==> src/rtl/aes_job_scheduler.sv <==
`default_nettype none
// ============================================================================
// Module   : aes_job_scheduler
// Brief    : Round-robin sequencer sharing one aes_core_rs among NREQ
//            requesters; optional WAIT watchdog enabled by AES_SCHED_TIMEOUT_EN.
// Revision : 1.0 - initial release
// ============================================================================
module aes_job_scheduler #(
    parameter int NREQ           = 2,
    parameter int TIMEOUT_CYCLES = 1024,
    localparam int IDW           = (NREQ > 1) ? $clog2(NREQ) : 1
) (
    input  logic                clk,
    input  logic                rst,
    input  logic [NREQ-1:0]     req_valid,
    output logic [NREQ-1:0]     req_ready,
    input  logic [NREQ*256-1:0] req_key,
    input  logic [NREQ*128-1:0] req_block,
    output logic                rsp_valid,
    input  logic                rsp_ready,
    output logic [IDW-1:0]      rsp_id,
    output logic [127:0]        rsp_data,
    output logic                rsp_err,
    output logic                core_rst_n,
    output logic                core_key_valid,
    output logic [7:0]          core_key_byte,
    input  logic                core_key_ready,
    output logic                core_st_valid,
    output logic [7:0]          core_st_byte,
    input  logic                core_st_ready,
    output logic                core_start,
    input  logic [127:0]        core_state_out,
    input  logic                core_done
);

    typedef enum logic [2:0] {
        S_IDLE  = 3'd0,
        S_CRST  = 3'd1,
        S_LOAD  = 3'd2,
        S_START = 3'd3,
        S_WAIT  = 3'd4,
        S_RSP   = 3'd5
    } state_t;

    localparam logic [5:0] C_KEY_BYTES = 6'd32;
    localparam logic [4:0] C_BLK_BYTES = 5'd16;

    state_t         r_state;
    state_t         w_next;
    logic [IDW-1:0] r_rr;
    logic [IDW-1:0] r_id;
    logic [IDW-1:0] w_gnt;
    logic           w_any;
    logic [255:0]   r_key;
    logic [255:0]   w_sel_key;
    logic [127:0]   r_blk;
    logic [127:0]   w_sel_blk;
    logic [127:0]   r_rsp_data;
    logic [5:0]     r_kc;
    logic [4:0]     r_sc;
    logic           r_core_rst_n;
    logic           w_in_load;
    logic           w_key_fire;
    logic           w_st_fire;
    logic           w_load_done;
    logic           w_timeout;
    int             w_dist;
    int             w_best;

    // Winner is the valid requester at the smallest distance after r_rr.
    always_comb begin
        w_any     = 1'b0;
        w_gnt     = '0;
        w_sel_key = '0;
        w_sel_blk = '0;
        w_dist    = 0;
        w_best    = NREQ + 1;
        for (int i = 0; i < NREQ; i++) begin
            w_dist = (i > int'(r_rr)) ? (i - int'(r_rr)) : (i + NREQ - int'(r_rr));
            if (req_valid[i] && (w_dist < w_best)) begin
                w_best    = w_dist;
                w_any     = 1'b1;
                w_gnt     = IDW'(i);
                w_sel_key = req_key[256*i +: 256];
                w_sel_blk = req_block[128*i +: 128];
            end
        end
    end

    assign w_in_load      = (r_state == S_LOAD);
    assign core_key_valid = w_in_load && (r_kc < C_KEY_BYTES);
    assign core_st_valid  = w_in_load && (r_sc < C_BLK_BYTES);
    assign core_key_byte  = core_key_valid ? r_key[255:248] : 8'h00;
    assign core_st_byte   = core_st_valid  ? r_blk[127:120] : 8'h00;
    assign w_key_fire     = core_key_valid && core_key_ready;
    assign w_st_fire      = core_st_valid  && core_st_ready;

    // Look ahead one byte so LOAD lasts exactly 32 cycles when unstalled.
    assign w_load_done = ((r_kc == C_KEY_BYTES) || ((r_kc == C_KEY_BYTES - 6'd1) && w_key_fire)) &&
                         ((r_sc == C_BLK_BYTES) || ((r_sc == C_BLK_BYTES - 5'd1) && w_st_fire));

    always_ff @(posedge clk or posedge rst) begin
        if (rst) begin
            r_state <= S_IDLE;
        end else begin
            r_state <= w_next;
        end
    end

    always_comb begin
        w_next     = r_state;
        req_ready  = '0;
        core_start = 1'b0;
        rsp_valid  = 1'b0;
        case (r_state)
            S_IDLE: begin
                if (w_any) begin
                    for (int i = 0; i < NREQ; i++) begin
                        req_ready[i] = (w_gnt == IDW'(i));
                    end
                    w_next = S_CRST;
                end
            end
            S_CRST:  w_next = S_LOAD;
            S_LOAD:  if (w_load_done) w_next = S_START;
            S_START: begin
                core_start = 1'b1;
                w_next     = S_WAIT;
            end
            S_WAIT:  if (core_done || w_timeout) w_next = S_RSP;
            S_RSP: begin
                rsp_valid = 1'b1;
                if (rsp_ready) w_next = S_IDLE;
            end
            default: w_next = S_IDLE;
        endcase
    end

    always_ff @(posedge clk or posedge rst) begin
        if (rst) begin
            r_rr         <= IDW'(NREQ - 1);
            r_id         <= '0;
            r_key        <= '0;
            r_blk        <= '0;
            r_kc         <= '0;
            r_sc         <= '0;
            r_rsp_data   <= '0;
            r_core_rst_n <= 1'b0;
        end else begin
            // Registered so the core sees reset for exactly the CRST cycle.
            r_core_rst_n <= (w_next != S_CRST);
            case (r_state)
                S_IDLE: begin
                    if (w_any) begin
                        r_key <= w_sel_key;
                        r_blk <= w_sel_blk;
                        r_id  <= w_gnt;
                        r_rr  <= w_gnt;
                    end
                end
                S_CRST: begin
                    r_kc <= '0;
                    r_sc <= '0;
                end
                S_LOAD: begin
                    if (w_key_fire) begin
                        r_kc  <= r_kc + 6'd1;
                        r_key <= {r_key[247:0], 8'h00};
                    end
                    if (w_st_fire) begin
                        r_sc  <= r_sc + 5'd1;
                        r_blk <= {r_blk[119:0], 8'h00};
                    end
                end
                S_WAIT: begin
                    if (core_done) begin
                        r_rsp_data <= core_state_out;
                    end else if (w_timeout) begin
                        r_rsp_data <= '0;
                    end
                end
                default: ;
            endcase
        end
    end

    assign core_rst_n = r_core_rst_n;
    assign rsp_id     = r_id;
    assign rsp_data   = r_rsp_data;

`ifdef AES_SCHED_TIMEOUT_EN
    localparam int TCW = $clog2(TIMEOUT_CYCLES + 1);

    logic [TCW-1:0] r_to_cnt;
    logic           r_rsp_err;

    assign w_timeout = (r_state == S_WAIT) && !core_done &&
                       (r_to_cnt == TCW'(TIMEOUT_CYCLES - 1));

    always_ff @(posedge clk or posedge rst) begin
        if (rst) begin
            r_to_cnt  <= '0;
            r_rsp_err <= 1'b0;
        end else begin
            if (r_state == S_START) begin
                r_to_cnt <= '0;
            end else if (r_state == S_WAIT) begin
                r_to_cnt <= r_to_cnt + 1'b1;
            end
            if (r_state == S_WAIT) begin
                if (core_done) begin
                    r_rsp_err <= 1'b0;
                end else if (w_timeout) begin
                    r_rsp_err <= 1'b1;
                end
            end
        end
    end

    assign rsp_err = r_rsp_err;
`else
    logic w_unused_timeout;

    assign w_timeout        = 1'b0;
    assign w_unused_timeout = (TIMEOUT_CYCLES > 0);
    assign rsp_err          = 1'b0;
`endif

endmodule
`default_nettype wire

==> config.mk <==
export PLATFORM = sky130hd
export DESIGN_NAME = aes_job_scheduler
export DESIGN_NICKNAME = d
export VERILOG_FILES = /design/src/rtl/aes_job_scheduler.sv
export SDC_FILE = /design/constraint.sdc
export NUM_CORES = 2
export LEC_CHECK = 0
export ABC_AREA = 1
export BUFFER_PORTS_ARGS = -buffer_cell sky130_fd_sc_hd__buf_2
export CELL_PAD_IN_SITES_DETAIL_PLACEMENT = 1
export CELL_PAD_IN_SITES_GLOBAL_PLACEMENT = 2
export CORE_AREA = 4 4 406 408
export DETAILED_ROUTE_END_ITERATION = 16
export DIE_AREA = 0 0 410 412
export MAX_ROUTING_LAYER = met4
export PLACE_DENSITY_LB_ADDON = 0.1
export SYNTH_ARGS = -nofsm -noshare
export SYNTH_HDL_FRONTEND = slang
export SYNTH_SLANG_ARGS = --single-unit
==> constraint.sdc <==
create_clock -name clk -period 28.8 [get_ports clk]
set_clock_uncertainty 0.15 [all_clocks]
set_input_delay 5.76 -clock clk [delete_from_list [all_inputs] [get_ports clk]]
set_output_delay 5.76 -clock clk [all_outputs]
set_load 0.05 [all_outputs]
==> qor.yml <==
required_ns: 22.89
r2r_start: "r_state[0]"
setup_viol: 0
crit_fanout: 75
grt-ovfl-total: 0
hold_class: "flip-flop to flip-flop"
cts_tree: "built"
dp_cells: 6981
port_buffers: 1055
drt_iter0_drc: 1693
cts_sinks: 529
antenna_found_initial: 55
final_layout_size_suffix_gt1_share_pct: 24.8
clk_pin_slew_ns: 0.05
layout.cells.most_common_list: "nand2_1 (1194), nand3_1 (1129), buf_2 (1054)"
dpl_worst_slack_ns: 15.58
cp-start-kind: "primary input"
coreArea_um2: 162000
drc: 0
num_rows: 148
grt_pass1_vias: 32100
wirelength_um: 154000
worstMarginPinSlew_ns: 1.32
drv_slew: 0
layout_min_cycle_time_ns: 13.20
wl_per_cell_um: 21.5
postRouteAntennaNets: 0
final_core_util_pct: 23.7
clk_latency_ns: 0.64
numCtsBuffers: 75
cp_data_arrival_time_ns: 7.29
synth_seq_area_share_pct: 45.6
syn_area_um2: 29000
yosysWarnings: 0
r2r_cells: 10
finalHoldViolCount: 0
power.density_nw_per_um2: 110
cts_setup_buffers: 0
track_usage_pct: 18.1
instances_no_fill: 7157
ys_top_cells_by_area: "dfrtp_1 (46%), nand3_1 (19%), nand2_1 (15%), o21ai_1 (5.7%), inv_1 (5.3%)"
nets: 5792
timing.final.crit_share_pct: 45.8
crit_type: "primary input to output port"
tns_ns: 0
start_util_pct: 18.0
firstDrtPassIters: 5
num-fill-cells: 19900
ys_ff_latch: 529
power_leakage_nw: 19.3
holdCritStartpoint: "rsp_data[125]"
via_per_inst: 4.21
avgSynthCellArea_um2: 7.19
clockBufferDepth: 3
yosys.area.top_type: "dfrtp_1"
post_cts_resized: 0
fmax_ghz: 0.0758
r2r-end: "r_key[99]"
globalplace.congestion: 0.805
fin_ws_ns: 15.60
final_common_cell: "nand2_1"
relSlewSlack_pct: 11.7
synth_nets: 4946
critPathCaptureType: "output port"
rsz0062_at_grt: "no"
vias: 30200
pin_count: 1057
postSynthCellCount: 4037
worstHoldEndpoint: "rsp_data[125]"
die_area_um2: 169000
ys_types: 34
drv_cap: 0
htree_levels: 3
hold_buffers: 0
dieWidth_um: 410
die_height_um: 412
synthDominantCellAreaShare_pct: 45.5
rrSetupSlack_ns: 23.97
hold_path_depth: 2
grt_max_degree: 202
status: "completed"
clock-root-buffer: "clkbuf_16"
dp_hpwl_um: 114000
ir_drop_mv: 0.0595
grt_first_pass_wirelength_um: 222000
area_delta_synth_final_pct: 31.8
[layer usage]
metal | global-route usage, % | share of wire [%] | vias up
met5 | - | 0 | -
met4 | 5.00 | 2.5 | 0
met3 | 4.98 | 6.7 | 158
met2 | 29.8 | 48 | 776
met1 | 21.8 | 43 | 14400
li1 | - | - | 14900
[through the flow]
stage	cell area, um^2	hold slack [ns]	power, W
after floorplan	29000	0.292	0.00267
after global placement	35700	0.299	0.00334
after detailed placement	35700	0.303	0.00336
after CTS	38100	0.317	0.00434
after global routing	38300	0.337	0.00459
final	38300	0.313	0.00421
[where the power goes]
| group | internal (W) | total (W) | switching (W) | leakage [nW] |
|---|---|---|---|---|
| Combinational | 0.000519 | 0.00209 | 0.00157 | 11.4 |
| Clock | 0.000559 | 0.000939 | 0.000380 | 1.20 |
| Sequential | 0.00108 | 0.00119 | 0.000107 | 6.68 |
[synthesized netlist by cell type]
master and n:
buf_4 9, nor2_4 1, conb_1 1, nand2_4 2, nand2_8 1, clkbuf_1 119
o31ai_1 1, nor2_2 1, buf_1 9, a21oi_1 4, o21bai_1 1, nor2_8 1
o21ai_2 9, nand2_1 1194, nand3_1 1129, dfrtp_1 528, nand2_2 2, buf_8 1
inv_2 2, nor2_1 29, buf_6 37, buf_12 1, o221ai_1 1, o21ai_0 53
inv_6 1, inv_1 408, nand4_2 1, ha_1 5, nor3_1 2, buf_2 145
dfstp_2 1, nand3b_1 1, nand4_1 5, o21ai_1 332
[how the worst max path moves through the flow]
| stage | slack, ns | to | start | depth (start not counted) |
|---|---|---|---|---|
| 2_1_floorplan | 8.11 | core_rst_n | rst | 1 |
| 3_3_place_gp | 15.51 | req_ready[0] | req_valid[0] | 6 |
| 3_5_place_dp | 15.58 | req_ready[0] | req_valid[0] | 6 |
| 4_1_cts | 15.57 | req_ready[0] | req_valid[0] | 6 |
| 5_1_grt | 15.45 | req_ready[0] | req_valid[0] | 6 |
| 6_report | 15.60 | req_ready[0] | req_valid[0] | 6 |
[final cells by class]
cell class / instances / area [um^2] / share of cell area, %
Sequential cell: 529 / 13200 / 34.6
Antenna cell: 43 / 108 / 0.281
Inverter: 411 / 1570 / 4.11
Clock buffer: 111 / 2160 / 5.65
Multi-Input combinational cell: 2776 / 12600 / 32.8
Clock inverter: 22 / 297 / 0.775
Tap cell: 2175 / 2720 / 7.11
Timing Repair Buffer: 1090 / 5600 / 14.6
[flip-flops by register name, indices dropped and copies added, names as in the netlist]
name        count
core_rst_n      1
r_blk         128
r_kc            6
r_key         256
r_rr            1
r_sc            5
r_state         3
rsp_data      128
rsp_id          1
[worst max-delay path, stage by stage]
cell and delay [ns]:
buf_8 0.36, nand2_1 0.22, nand2_8 0.40, nand2_1 0.09
nor2_1 0.12, buf_2 0.28
[cell families after synthesis]
logic type                 after synthesis  synth area share (%)
and+or+nand+nor                       2369                  35.8
DFF                                    529                  45.6
buffers and inverters                  732                  11.3
adders and majority gates                5                 0.216
other                                    1                0.0129
AOI/OAI and AO/OA                      401                  7.06
Note: power is estimated with default switching activity, not from simulation.
